**src/rtl/cla_addsub_iter.sv**
```systemverilog
// rtl/cla_addsub_iter.sv - iterative chunked carry-lookahead adder/subtractor
//
// Adds or subtracts two WIDTH-bit operands, CHUNK bits per clock, using a
// single carry-lookahead slice reused NCHUNK = WIDTH/CHUNK times.
//
// Ports:
//   clk, rst_n           clock (rising edge), asynchronous active-low reset
//   in_valid / in_ready  operand handshake (in_ready only in IDLE)
//   a, b, cin, sub       operands; sub=0: a+b+cin, sub=1: a-b (cin ignored)
//   out_valid/out_ready  result handshake (out_valid only in DONE)
//   sum, cout            result and carry out of MSB (sub: 1 = no borrow)
//   overflow, zero       signed overflow, sum == 0
module cla_addsub_iter #(
  parameter int WIDTH = 32,
  parameter int CHUNK = 8
) (
  input  logic             clk,
  input  logic             rst_n,
  input  logic             in_valid,
  output logic             in_ready,
  input  logic [WIDTH-1:0] a,
  input  logic [WIDTH-1:0] b,
  input  logic             cin,
  input  logic             sub,
  output logic             out_valid,
  input  logic             out_ready,
  output logic [WIDTH-1:0] sum,
  output logic             cout,
  output logic             overflow,
  output logic             zero
);

  localparam int NCHUNK = WIDTH / CHUNK;
  localparam int KW     = (NCHUNK > 1) ? $clog2(NCHUNK) : 1;

  localparam logic [1:0] S_IDLE = 2'd0;
  localparam logic [1:0] S_BUSY = 2'd1;
  localparam logic [1:0] S_DONE = 2'd2;

  if (CHUNK < 1 || WIDTH < 2 || (WIDTH % CHUNK) != 0) begin : g_param_check
    $error("cla_addsub_iter: need CHUNK >= 1, WIDTH >= 2, WIDTH %% CHUNK == 0");
  end

  logic [1:0]       state_q, state_d;
  logic [KW-1:0]    k_q, k_d;
  logic             carry_q, carry_d;
  logic [WIDTH-1:0] a_q, a_d;
  logic [WIDTH-1:0] b_q, b_d;
  logic [WIDTH-1:0] acc_q, acc_d;
  logic [WIDTH-1:0] sum_q, sum_d;
  logic             cout_q, cout_d;
  logic             ovf_q, ovf_d;
  logic             zero_q, zero_d;

  // Lookahead slice on the current chunk.
  logic [CHUNK-1:0] a_c, b_c, g_c, p_c, s_c;
  logic [CHUNK:0]   c_c;
  logic             term, pp;
  int               base;

  always_comb begin
    base = int'(k_q) * CHUNK;
    a_c  = a_q[base +: CHUNK];
    b_c  = b_q[base +: CHUNK];
    g_c  = a_c & b_c;
    p_c  = a_c ^ b_c;
    c_c  = '0;
    c_c[0] = carry_q;
    term = 1'b0;
    pp   = 1'b0;
    // Each carry is the flat sum-of-products of generates and the chunk
    // carry-in, not a chain through the previous carry.
    for (int i = 0; i < CHUNK; i++) begin
      term = g_c[i];
      pp   = p_c[i];
      for (int j = i - 1; j >= 0; j--) begin
        term = term | (pp & g_c[j]);
        pp   = pp & p_c[j];
      end
      c_c[i+1] = term | (pp & carry_q);
    end
    s_c = p_c ^ c_c[CHUNK-1:0];
  end

  always_comb begin
    state_d = state_q;
    k_d     = k_q;
    carry_d = carry_q;
    a_d     = a_q;
    b_d     = b_q;
    acc_d   = acc_q;
    sum_d   = sum_q;
    cout_d  = cout_q;
    ovf_d   = ovf_q;
    zero_d  = zero_q;
    case (state_q)
      S_IDLE: begin
        if (in_valid) begin
          a_d     = a;
          b_d     = b ^ {WIDTH{sub}};
          carry_d = sub ? 1'b1 : cin;
          k_d     = '0;
          state_d = S_BUSY;
        end
      end
      S_BUSY: begin
        acc_d[base +: CHUNK] = s_c;
        carry_d = c_c[CHUNK];
        k_d     = k_q + KW'(1);
        if (k_q == KW'(NCHUNK - 1)) begin
          // Published outputs change only here, so they hold their last
          // completed values through IDLE and the next BUSY phase.
          sum_d   = acc_d;
          cout_d  = c_c[CHUNK];
          ovf_d   = c_c[CHUNK-1] ^ c_c[CHUNK];
          zero_d  = (acc_d == '0);
          k_d     = '0;
          state_d = S_DONE;
        end
      end
      S_DONE: begin
        if (out_ready) begin
          state_d = S_IDLE;
        end
      end
      default: state_d = S_IDLE;
    endcase
  end

  always_ff @(posedge clk or negedge rst_n) begin
    if (!rst_n) begin
      state_q <= S_IDLE;
      k_q     <= '0;
      carry_q <= 1'b0;
      a_q     <= '0;
      b_q     <= '0;
      acc_q   <= '0;
      sum_q   <= '0;
      cout_q  <= 1'b0;
      ovf_q   <= 1'b0;
      zero_q  <= 1'b0;
    end else begin
      state_q <= state_d;
      k_q     <= k_d;
      carry_q <= carry_d;
      a_q     <= a_d;
      b_q     <= b_d;
      acc_q   <= acc_d;
      sum_q   <= sum_d;
      cout_q  <= cout_d;
      ovf_q   <= ovf_d;
      zero_q  <= zero_d;
    end
  end

  assign in_ready  = (state_q == S_IDLE);
  assign out_valid = (state_q == S_DONE);
  assign sum       = sum_q;
  assign cout      = cout_q;
  assign overflow  = ovf_q;
  assign zero      = zero_q;

endmodule

```
**config.mk**
```make
export PLATFORM = sky130hd
export DESIGN_NAME = cla_addsub_iter
export DESIGN_NICKNAME = d
export VERILOG_FILES = /design/src/rtl/cla_addsub_iter.sv
export SDC_FILE = /design/constraint.sdc
export NUM_CORES = 1
export LEC_CHECK = 0
export BUFFER_PORTS_ARGS = -buffer_cell sky130_fd_sc_hd__buf_2
export CELL_PAD_IN_SITES_DETAIL_PLACEMENT = 2
export CELL_PAD_IN_SITES_GLOBAL_PLACEMENT = 2
export CORE_MARGIN = 2
export CORE_UTILIZATION = 39
export DETAILED_ROUTE_END_ITERATION = 8
export GPL_ROUTABILITY_DRIVEN = 0
export GPL_TIMING_DRIVEN = 0
export PLACE_DENSITY = 0.85
export SYNTH_ARGS = -nofsm -noshare
export SYNTH_HDL_FRONTEND = slang
export SYNTH_SLANG_ARGS = --single-unit
export TNS_END_PERCENT = 10
```
**constraint.sdc**
```tcl
create_clock -name clk -period 5.5 [get_ports clk]
set_input_delay 0.55 -clock clk [delete_from_list [all_inputs] [get_ports clk]]
set_output_delay 0.55 -clock clk [all_outputs]
set_load 0.01 [all_outputs]
```
# After elaboration in Yosys (flattened, before gate mapping)
# Cells that the tools add are included.
# Widths: inputs -> output; s select.
# totals
ff_bits	136
input_bits	70
out_inout_bits	37
# classes
addsub	2
eq_ne	6
n_shift	4
n_mux	11
bitwise_logic	105
reduce_logical	7
# ops
operator	n
$and 1x1->1	64
$shiftx 32x6->8	2
$or 1x1->1	36
$neg 5->33	1
$shift 8x33->32 const A	1
$shiftx 8x33->32	1
$bwmux 32	1
$logic_not 32->1	1
$xor 32x32->32	1
$xor 8x8->8	2
$mux 2	5
$and 8x8->8	1
$pmux 2 s3	1
$reduce_and 2->1	3
$eq 2x2->1 const B	2
$ne 2x2->1 const B	2
$pmux 2 s2	1
$reduce_and 3->1	1
$add 2x1->2 const B	1
$eq 2x1->1 const B	1
$logic_not 2->1	1
$mux 1	2
$ne 2x1->1 const B	1
$pmux 1 s2	1
other kinds (2)	2

# Longest topological paths before layout
# depth
ltp_word	14
depth_mapped	11
ltp_nobuf	8

# Worst setup path after synthesis
# No wires, ideal clock.
# synth_path
path_type	register -> register
startpoint	register k_q[0]
endpoint	register zero_q (netlist: zero)
setup_ns	0.122
arrival_time_ns	3.125
required_ns	5.378
slack_ns	2.254
path_stages_with_launch	12
path_buffers	3
cell_sequence	dfrtp_1 > buf_6 > buf_2 > mux4_2 > ha_1 > buf_2 > a211oi_2 > o21bai_1 > or4_4 > nand3_4 > o31ai_1 > a32o_1
# synth_via
elab_chain_cells	14
# synth_rtl
element	line_no	text
from (decl)	45	logic [KW-1:0] k_q, k_d;
from (signal assigned)	144	k_q <= k_d;
$shiftx 32x6->8, on equally long branches	63, 64	
$xor 8x8->8 / $and 8x8->8 (equally long branches)	66, 65	
$and 1x1->1, on equally long branches	77, 78	
$or 1x1->1 (tied with other cells) (5 in series)	77	term = term | (pp & g_c[j]);
$or 1x1->1 / $and 1x1->1 (equally long branches)	77, 80	
$or 1x1->1	80	c_c[i+1] = term | (pp & carry_q);
$xor 8x8->8	82	s_c = p_c ^ c_c[CHUNK-1:0];
$shiftx 8x33->32	107	acc_d[base +: CHUNK] = s_c;
$bwmux 32	107	
$logic_not 32->1	116	zero_d = (acc_d == '0);
to (signal assigned)	152	zero_q <= zero_d;
to (decl)	53	logic zero_q, zero_d;
# Several ways; a longest one is shown, not always the timed one.
# A chain may end at the register's enable or synchronous reset.

# Final worst setup path
# layout_path
startpoint	register k_q[1]
endpoint	register zero_q (netlist: zero)
# The elaborated chain is that of the path after synthesis.

==> flow_summary_export.csv <==
group,metric,value,unit
run_status,status,"finished clean",
global_routing,grt_start_max_net_pins,95,
timing,final.setup.tns,0,ps
timing,finalClockSkew,8.47,ps
synth,synth.distinct_cells,51,
timing,worst_slew_pin_slew,1320,ps
synth,postSynth.asyncResetShare,1.00,
die,chipWidth,134,um
die,core,16600,um^2
routing,first_pass_iters,4,
cts,hold_buffers,0,
synth,synth_fp_nets,727,
setup_path,crit_fanout,10,
timing,fin_crit_sh,0.804,
power,vdd_drop_max,0.430,mV
timing,final_hold_viol_count,0,
cts,htree_levels,4,
placed_design,dp_hpwl,15.1,mm
cts,cts.clk_slew.worst_paths,60,ps
cts,cts.sinks,136,
timing,period_needed,4420,ps
global_routing,groute.usage.overall,0.256,
die,start_util,0.398,
die,rows,47,
global_routing,grt_pass1_wl,35.3,mm
power,total_power,6.05,mW
die,die_area,18000,um^2
routing,wl_per_cell,21.6,um
placed_design,numPortBuffers,105,
routing,dr.first_iter.drc_count,263,
synth,ys_seq_area_frac,0.516,
routing,finalWirelength,21.5,mm
synth,synth_edf_count,0,
synth,synth-main-ff-cell,"dfrtp_1",
cts,post_cts_buffers,0,
cts,cts_buffer_depth,2,
routing,drtAntennaViolNets,0,
die,die_y,134,um
run,drv_cap,0,
routing,vias,5478,
timing,max_freq,226,MHz
finish,final_common_cell,"nand2_1",
setup_path,start_kind,"flip-flop",
synth,netlist_instances,641,
finish,layout_common_cells,"nand2_1 (171), dfrtp_1 (136), buf_2 (111)",
power,leakage,3.79,nW
power,power_density,761,nW/um^2
cts,clk_latency,430,ps
finish,area_growth,20.5,%
global_routing,antenna_found_initial,0,
cts,cts_buffers,17,
cts,cts_tree,"done",
synth,yosysWarnings,0,
setup_path,crit_arrival,4740,ps
global_routing,grt_pass1_vias,6463,
finish,drive_gt1_frac,0.219,
setup_path,crit_type,"reg -> reg",
die,ios,107,
placed_design,postPlaceCellArea,7430,um^2
setup_path,cp-end-kind,"flip-flop",
timing,slew_headroom,0.122,
routing,vias_per_cell,5.50,
cts,post_cts_resized,0,
finish,finalNetCount,852,
timing,grt_setup_unrepaired,"no",
routing,drcViolationCount,0,
cts,cts_root_buffer,"clkbuf_16",
min_path,min_path_type,"in -> async",
synth,synth.avg_cell_area,10.3,um^2
timing,final_max_slew_viol_count,0,
setup_path,critPathRequiredTime,5820,ps
finish,fin_area,7950,um^2
timing,setup_violations,0,
synth,ys_ff_latch,136,
finish,antenna_cells,0,
global_routing,grt-ovfl-total,0,
synth,syn_area,6600,um^2
-- logic make-up (layout without fill, tap and decap cells) --
logic type      after synthesis  count (layout)  share of synthesized area
simple gates                221             221                      0.150
fa+ha+maj                    16              16                     0.0315
mux                          18              18                     0.0578
compound gates              167             167                      0.167
xor+xnor                     36              36                     0.0489
buf+inv                      47             182                     0.0292
flops                       136             136                      0.516
-- area by class of cell --
cell class                      instances  area [um^2]
Timing Repair Buffer                  106          559
Tap cell                              220          275
Clock inverter                          3         17.5
Sequential cell                       136         3400
Clock buffer                           26          499
Fill cell                            1790         8630
Buffer                                 39          163
Multi-Input combinational cell        458         3000
Inverter                                8         30.0
-- per-stage QoR --
stage	hold WS, ps	utilization	worst slack (ps)	cells
CTS	60.5	0.479	1130	996
floorplan	254	-	2250	641
detailed placement	463	0.448	1180	967
global placement	454	0.446	1300	966
finish	49.0	0.479	1080	996
global route	82.3	0.479	991	996
-- critical path, stage by stage (launching register included) --
cell	delay, ps
dfrtp_1	400
clkbuf_1	500
clkbuf_1	640
mux4_2	430
ha_1	300
buf_2	170
o21a_1	200
o21a_1	210
a21oi_1	1000
o31ai_1	180
a32o_1	280
-- Yosys cell counts (3+ instances only) --
| library cell | count | area, um^2 |
|---|---|---|
| buf_2 | 7 | 35.0 |
| and2_1 | 5 | 31.3 |
| inv_1 | 5 | 18.8 |
| mux4_2 | 16 | 360 |
| a22o_1 | 31 | 272 |
| o21ai_1 | 6 | 30.0 |
| xnor2_1 | 33 | 289 |
| nand2_1 | 171 | 642 |
| and3_1 | 3 | 18.8 |
| a22oi_1 | 24 | 180 |
| a21oi_1 | 15 | 75.1 |
| nor2_1 | 9 | 33.8 |
| nor2b_1 | 10 | 62.6 |
| nand2b_1 | 3 | 18.8 |
| o21ai_0 | 69 | 345 |
| nor4_1 | 5 | 31.3 |
| nand3_1 | 4 | 20.0 |
| dfrtp_1 | 136 | 3400 |
| clkbuf_1 | 30 | 113 |
| ha_1 | 15 | 188 |
| nor3_1 | 3 | 15.0 |
| o31ai_1 | 3 | 22.5 |
-- final timing paths --
| check | startpoint | slack, ps | depth (start not counted) | endpoint |
|---|---|---|---|---|
| max | k_q[1] | 1080 | 10 | zero |
| min | rst_n | 50 | 1 | sum[25] |
| max in group asynchronous | rst_n | 4620 | 2 | a_q[24] |
| max reg2reg | k_q[1] | 1080 | 10 | zero |
| min reg2reg | a_q[12] | 470 | 2 | a_q[12] |
| min in group clk | a[19] | 310 | 3 | a_q[19] |
-- power breakdown --
group          internal, mW  switching [mW]
clock network         0.614           0.419
registers              1.41           0.276
logic                  1.10            2.24
-- metal layers --
| layer | global-route usage | routed length (um) |
|---|---|---|
| met1 | 0.296 | 8610 |
| met2 | 0.474 | 11700 |
| met3 | 0.0450 | 685 |
| met4 | 0.0912 | 530 |
| met5 | 0 | 0 |
-- state kept, by name (all words and copies together), names as in the netlist --
name,cells
a_q,32
acc_q,32
b_q,32
carry_q,1
cout,1
k_q,2
overflow,1
state_q,2
sum,32
zero,1
Power figures use the tool's default switching activity.
